## config.mk

```make
export PLATFORM = sky130hd
export DESIGN_NAME = packed_sat_alu
export DESIGN_NICKNAME = d
export VERILOG_FILES = /design/src/rtl/packed_sat_alu.sv
export SDC_FILE = /design/constraint.sdc
export NUM_CORES = 1
export LEC_CHECK = 0
export ABC_CLOCK_PERIOD_IN_PS = 5900
export BUFFER_PORTS_ARGS = -buffer_cell sky130_fd_sc_hd__buf_2
export CORE_MARGIN = 4
export CORE_UTILIZATION = 40
export CTS_CLUSTER_DIAMETER = 40
export DETAILED_ROUTE_END_ITERATION = 16
export GPL_TIMING_DRIVEN = 1
export PLACE_DENSITY_LB_ADDON = 0.05
export SYNTH_ARGS = -nofsm -noshare
export SYNTH_HDL_FRONTEND = slang
export SYNTH_SLANG_ARGS = --single-unit
```

## constraint.sdc

```tcl
create_clock -name clk -period 5.9 [get_ports clk]
set_input_delay 0 -clock clk [delete_from_list [all_inputs] [get_ports clk]]
set_output_delay 0 -clock clk [all_outputs]
set_load 0.01 [all_outputs]
```

## src/rtl/packed_sat_alu.sv

```systemverilog
// packed_sat_alu: two-stage packed-SIMD add/subtract unit.
// Per-lane signed saturation or wrap, per-lane overflow, sticky overflow.
module packed_sat_alu #(
    parameter int LANE_W = 4,
    parameter int LANES  = 4
) (
    input  logic                      clk,
    input  logic                      rst,
    input  logic                      in_valid,
    output logic                      in_ready,
    input  logic [1:0]                op,
    input  logic [LANES*LANE_W-1:0]   a,
    input  logic [LANES*LANE_W-1:0]   b,
    output logic                      out_valid,
    input  logic                      out_ready,
    output logic [LANES*LANE_W-1:0]   result,
    output logic [LANES-1:0]          ovf,
    input  logic                      clr_sticky,
    output logic                      sticky_ovf
);

    localparam int W   = LANES * LANE_W;
    localparam int MSB = LANE_W - 1;

    logic            v1;
    logic [W-1:0]    a1;
    logic [W-1:0]    b1;
    logic [1:0]      op1;
    logic            v2;
    logic            s1_en;
    logic            s2_en;
    logic [W-1:0]    lane_res;
    logic [LANES-1:0] lane_ovf;

    assign s2_en     = ~v2 | out_ready;
    assign s1_en     = ~v1 | s2_en;
    assign in_ready  = s1_en;
    assign out_valid = v2;

    // S1: capture operands on accept, insert a bubble otherwise
    always_ff @(posedge clk) begin
        if (rst) begin
            v1  <= 1'b0;
            a1  <= '0;
            b1  <= '0;
            op1 <= '0;
        end else if (s1_en) begin
            v1 <= in_valid;
            if (in_valid) begin
                a1  <= a;
                b1  <= b;
                op1 <= op;
            end
        end
    end

    genvar g;
    for (g = 0; g < LANES; g++) begin : g_lane
        logic [LANE_W-1:0] x;
        logic [LANE_W-1:0] y;
        logic [LANE_W-1:0] yb;
        logic [LANE_W-1:0] r;
        logic [LANE_W-1:0] clamp;
        logic              o;

        assign x  = a1[g*LANE_W +: LANE_W];
        assign y  = b1[g*LANE_W +: LANE_W];
        assign yb = op1[0] ? ~y : y;
        assign r  = x + yb + LANE_W'(op1[0]);

        // Subtract overflows only when operand signs differ; add when they match.
        assign o = (op1[0] ? (x[MSB] != y[MSB]) : (x[MSB] == y[MSB]))
                   && (r[MSB] != x[MSB]);

        // Clamp direction follows the sign of x, never the carry-out.
        assign clamp = x[MSB] ? {1'b1, {(LANE_W-1){1'b0}}}
                              : {1'b0, {(LANE_W-1){1'b1}}};

        assign lane_res[g*LANE_W +: LANE_W] = (o && !op1[1]) ? clamp : r;
        assign lane_ovf[g] = o;
    end

    // S2: hold the presented beat until the consumer takes it
    always_ff @(posedge clk) begin
        if (rst) begin
            v2     <= 1'b0;
            result <= '0;
            ovf    <= '0;
        end else if (s2_en) begin
            v2 <= v1;
            if (v1) begin
                result <= lane_res;
                ovf    <= lane_ovf;
            end
        end
    end

    // Sticky flag: a delivery with overflow wins over a same-cycle clear
    always_ff @(posedge clk) begin
        if (rst) begin
            sticky_ovf <= 1'b0;
        end else begin
            sticky_ovf <= (clr_sticky ? 1'b0 : sticky_ovf)
                        | (out_valid & out_ready & (|ovf));
        end
    end

endmodule

```

# Yosys cells after proc, flatten, opt, wreduce, memory -nomap -nowiden

Cells that the tools add are included.

Add/sub/neg operators: 8
Multiply operators: 0
Div/mod/pow operators: 0
Magnitude comparators: 0
Equality and inequality tests: 12
Shift operators: 0
Muxes and demuxes: 17
Bitwise gates (word level): 11
Reductions and logical operators: 12

Operators with widths:

| kind                | number |
|---|---|
| $mux W4             | 12 |
| $add A4 B1 Y4       | 4 |
| $add A4 B4 Y4       | 4 |
| $not A4 Y4          | 4 |
| $logic_and A1 B1 Y1 | 8 |
| $ne A1 B1 Y1        | 8 |
| $mux W1             | 5 |
| $eq A1 B1 Y1        | 4 |
| $reduce_and A2 Y1   | 2 |
| $reduce_or A4 Y1    | 1 |
| $or A1 B1 Y1        | 3 |
| $and A1 B1 Y1       | 2 |
| $not A1 Y1          | 2 |
| $logic_not A1 Y1    | 1 |

Bits in registers: 57
Bits in latches: 0
Bits in writable memories: 0
Memory bits (read-only): 0
Input bits: 39
Output and inout port bits: 23
Logic and storage cells: 68
Memories: 0

# Longest topological paths before layout

Depth after elaboration: 8
Mapped depth: 7
Depth with buffers taken out: 6

# Least setup slack after synthesis

OpenSTA, ideal clock, no wires.

Path kind: reg-to-reg
From: register op1[0]
To: register result[12]
Library setup time: 120 ps
Arrival time: 2032 ps
Required time: 5780 ps
Slack: 3749 ps
Cell stages (with the launch flop): 8
Path buffers: 1
Period minus slack after synthesis: 2151 ps
Cells stage by stage: dfxtp_1 > buf_2 > xor2_1 > ha_1 > a21o_1 > a31o_4 > o311a_4 > a211o_1

Longest elaborated chain between the ends: 7

RTL lines:

| element                  | RTL line | source |
|---|---|---|
| start: declaration       | 28       | `logic [1:0] op1;` |
| start signal: assignment | 52       | `op1 <= op;` |
| $mux W4                  | 68       | `assign yb = op1[0] ? ~y : y;` |
| $add A4 B4 Y4            | 69       | `assign r = x + yb + LANE_W'(op1[0]);` |
| $add A4 B1 Y4            | 69       |  |
| $ne A1 B1 Y1             | 73       | `&& (r[MSB] != x[MSB]);` |
| $logic_and A1 B1 Y1      | 73       |  |
| $logic_and A1 B1 Y1      | 79       | `assign lane_res[g*LANE_W +: LANE_W] = (o && !op1[1]) ? clamp : r;` |
| $mux W4 (*)              | 79       |  |
| end signal: assignment   | 92       | `result <= lane_res;` |
| end: declaration         | 16       | `output logic [LANES*LANE_W-1:0] result,` |

Every way passes the cells marked *; elsewhere a longest branch is shown, timed or not.
A chain may end at the register's enable or synchronous reset.

# Worst setup path in the final report

From: register op1[0]
To: register result[14]

The elaborated chain is that of the path after synthesis.

==> results.md <==
Synth:
- In this run, distinct cell masters in the synthesized netlist total 43.
- The gate count after technology mapping is approximately 340.
- When the netlist entered floorplanning its net count stood at roughly 390.
- The count of state elements after synthesis is 57.
- The count of synthesis-stage warnings from yosys is 0.
- The area share of the largest cell type after synthesis is around two fifths.
- The average cell area after synthesis is between 8 and 9 sq um.
- The biggest area contributor in the post-synthesis netlist is sky130_fd_sc_hd__dfxtp_1.
- The proportion of synthesized chip area in sequential cells is 39.7%.
- The cell area after synthesis is 2880 sq um.
- Ranked by total cell area, the synthesized netlist is headed by sky130_fd_sc_hd__dfxtp_1, sky130_fd_sc_hd__nand2_1, sky130_fd_sc_hd__a21oi_1, sky130_fd_sc_hd__xor2_1, sky130_fd_sc_hd__ha_1.

Floorplanning:
- The I/O pin count is a little over 60.
- In this run the standard cell core region covers about 6900 sq um.
- The initialized floorplan defines 30 standard-cell rows.
- Measured along the x axis, the die boundary spans 92.8 um.
- The die covers 8610 sq um.
- The die span in y is 92.8 um.
- The initial standard-cell utilization of the core is a little over two fifths.

CTS:
- In this run the number of H-tree levels came out at 3.
- The number of setup buffers added after CTS is 0.
- The clock-pin slew reported for the worst setup and hold paths after clock tree synthesis is 0.07 ns.
- The root buffer cell chosen for the clock tree is sky130_fd_sc_hd__clkbuf_8.
- The source-to-sink clock delay at the later pin of the worst-skew pair is 0.34 ns.
- The clock tree from TritonCTS is done.
- The maximum clock insertion buffer count is 2.
- The total clock sinks is 57.
- The number of clock buffers added by TritonCTS is 9.

Timing:
- The measured slew at the worst slew-check pin is 1.01 ns.
- The max-slew violation total from the final report is 0.
- The clock arrives with 0.00873 ns of skew.
- The worst relative slew slack is 32.6%.
- Subtracting the final worst setup slack from the clock period gives 2.71 ns.
- Setup repair after global routing left no endpoint under its margin.
- Hold is met by 0.0272 ns.
- In the final timing run, aggregate negative setup slack is 0 ns.
- For this run, the top clock speed supported by timing is 369 MHz.
- The portion of the clock cycle consumed by the worst path in the final layout is 45.9%.
- The final hold violation count came to 0.
- The final number of setup-violating endpoints is 0.

Outcome:
- The flow ran to the end, and the final reports show no timing, DRC or antenna violations.

GRT:
- The via count of the first global-routing pass was 2621.
- In the global route stage, overall resource usage came out at 18.5%.
- The remaining global-route overflow is 0.
- In this run the most used layer during global routing was met2.
- The maximum number of pins on one net before global-route repair is 51.
- The met1 layer usage reported by global route is approximately a quarter.
- In the global route stage, met3 resource usage came out at 3.90%.
- The initial antenna violation count is 0.
- The met2 routing resource usage after global routing is 27.0%.
- The first global-routing pass estimated around 13000 um of wire.

Routing:
- After detailed routing, the number of vias per cell comes to 5.03.
- Dividing the detail-routed wire length by the instance count gives approximately 14 um.
- Once detail routing completed, the nets flagged for antenna violations numbered 0.
- The initial detailed-routing violation count is 113.
- The remaining design rule violation count is 0.
- The final layout contains routed wiring with a total length of approximately 7300 um.
- For this run, the detailed router's first-pass iteration total came to 4.
- The total vias in the final route is 2700.

Min path:
- The hold-critical path depth is 3.
- The end point of the worst hold path is v1$_SDFFE_PP0N_.
- The path class of the tightest hold or removal check is input port to flip-flop.
- The startpoint of the lowest-slack hold path is out_ready.

Power:
- Power comes to 0.960 mW.
- The total power density per cell area is roughly 250 nW/um^2.
- Summed over all cells, the static leakage comes to 1.75 nW.
- Across the VDD grid, the largest voltage drop is 0.000128 V.

Final layout:
- The number of antenna diodes in the final layout is 0.
- In the layout the commonest cells are sky130_fd_sc_hd__nand2_1, sky130_fd_sc_hd__buf_2, sky130_fd_sc_hd__dfxtp_1.
- The commonest non-fill, non-tap cell in the layout is sky130_fd_sc_hd__nand2_1.
- The number of filler instances in the final layout is about 680.
- The area growth from synthesis to layout is 32.7%.
- The fraction of layout cells with a size suffix above 1 is 20.0%.
- The core utilization of the finished layout is roughly 55%.
- After the last flow step, the layout net total stands at roughly 490.

Placed design:
- The post-DP HPWL is ~4900 um.
- The routability congestion estimate is ~0.82.
- The port buffer count is 61.

Worst setup path:
- The startpoint of the worst-slack reg-to-reg timing path is op1[0]$_SDFFE_PP0P_.
- The endpoint identified for the worst register-to-register timing path is result[14]$_SDFFE_PP0P_.
- The kind of start point of the critical path is a flip-flop.
- In this run the worst path has a maximum fanout of 21.
- The type of the worst setup path is flip-flop to flip-flop.
- The critical path arrival is 2.93 ns.
- The number of cells on the worst reg-to-reg path is 6.
- At the worst endpoint, the required time is approximately 6.1 ns.
- The kind of end point of the critical path is a flip-flop.
- The worst register-to-register path has a setup slack of 3.19 ns.

Run:
- The max-capacitance violation count is 0.
how the worst max path moves through the flow:
stage,start,end,slack [ns],cells past startpoint
global placement,op1[0]$_SDFFE_PP0P_,result[14]$_SDFFE_PP0P_,3.22,6
global route,op1[0]$_SDFFE_PP0P_,result[11]$_SDFFE_PP0P_,2.99,6
floorplan,op1[0]$_SDFFE_PP0P_,result[12]$_SDFFE_PP0P_,3.75,7
detailed placement,op1[0]$_SDFFE_PP0P_,result[14]$_SDFFE_PP0P_,3.18,6
finish,op1[0]$_SDFFE_PP0P_,result[14]$_SDFFE_PP0P_,3.19,6
CTS,op1[0]$_SDFFE_PP0P_,result[14]$_SDFFE_PP0P_,3.17,6
metrics by stage:
stage                     cells  setup slack, ns  area (sq um)
final                       537             3.19          3810
after global routing        537             2.99          3810
after CTS                   537             3.17          3810
after detailed placement    484             3.18          3250
after global placement      484             3.22          3250
after floorplan             343             3.75          2880
cells in the mapped netlist, drive strengths merged:
master / n
a32o: 4
a311oi: 1
mux2: 1
nor2: 13
o311a: 2
and4: 1
a22oi: 3
nor2b: 4
o2111ai: 3
o211a: 3
a21o: 2
mux2i: 4
xor2: 20
or4: 1
a21oi: 42
buf: 6
xnor2: 4
a211oi: 10
a31oi: 6
nor3b: 2
nor3: 1
nand2b: 2
a31o: 1
a2111oi: 4
and2: 7
and3: 2
clkbuf: 14
ha: 8
nand2: 80
nand3: 10
a211o: 2
a32oi: 1
fa: 4
inv: 6
o21ai: 7
nand3b: 4
dfxtp: 57
and2b: 1
sequential cells by signal (all words and copies together) (netlist names):
signal,flops
sticky_ovf,1
result,16
op1,2
ovf,4
v1,1
b1,16
a1,16
out_valid,1
kinds of logic (layout without fill, tap and decap cells):
group           Yosys count  in the layout  share of synthesized area, %
simple gates            128            128                          19.8
compound gates           91             91                          21.3
flops                    57             57                          39.7
buf+inv                  26            124                          3.74
xor+xnor                 24             24                          7.31
fa+ha+maj                12             12                          6.27
mux                       5              5                          1.91
timing repair:
action	4_1_cts	5_1_grt
resized for setup	0	0
hold buffers	37	0
hold endpoints to repair	36	0
critical path: stages (launching register included):
cell	delay [ns]
sky130_fd_sc_hd__dfxtp_1	0.99
sky130_fd_sc_hd__xor2_1	0.15
sky130_fd_sc_hd__ha_1	0.38
sky130_fd_sc_hd__a21o_1	0.22
sky130_fd_sc_hd__a31o_4	0.24
sky130_fd_sc_hd__o311a_4	0.36
sky130_fd_sc_hd__a211o_1	0.25
final cells by class:
cell class	instances	area (sq um)	share of cell area, %
clock inverter	6	57.6	1.51
timing repair buffer	102	706	18.5
tap	96	120	3.15
sequential	57	1140	29.9
clock buffer	10	138	3.61
multi-input combinational	260	1630	42.7
inverter	6	22.5	0.590
power by group:
group	total (mW)	switching [mW]	internal (mW)
combinational	0.167	0.0872	0.0801
sequential	0.433	0.0242	0.409
clock	0.360	0.157	0.203
total	0.960	0.268	0.692
routing by layer:
layer,wire [um],vias up
met2,3150,74
met3,415,10
met4,110,0
met1,3610,1221
met5,0,-
li1,-,1395
(Power assumes the default switching activity.)
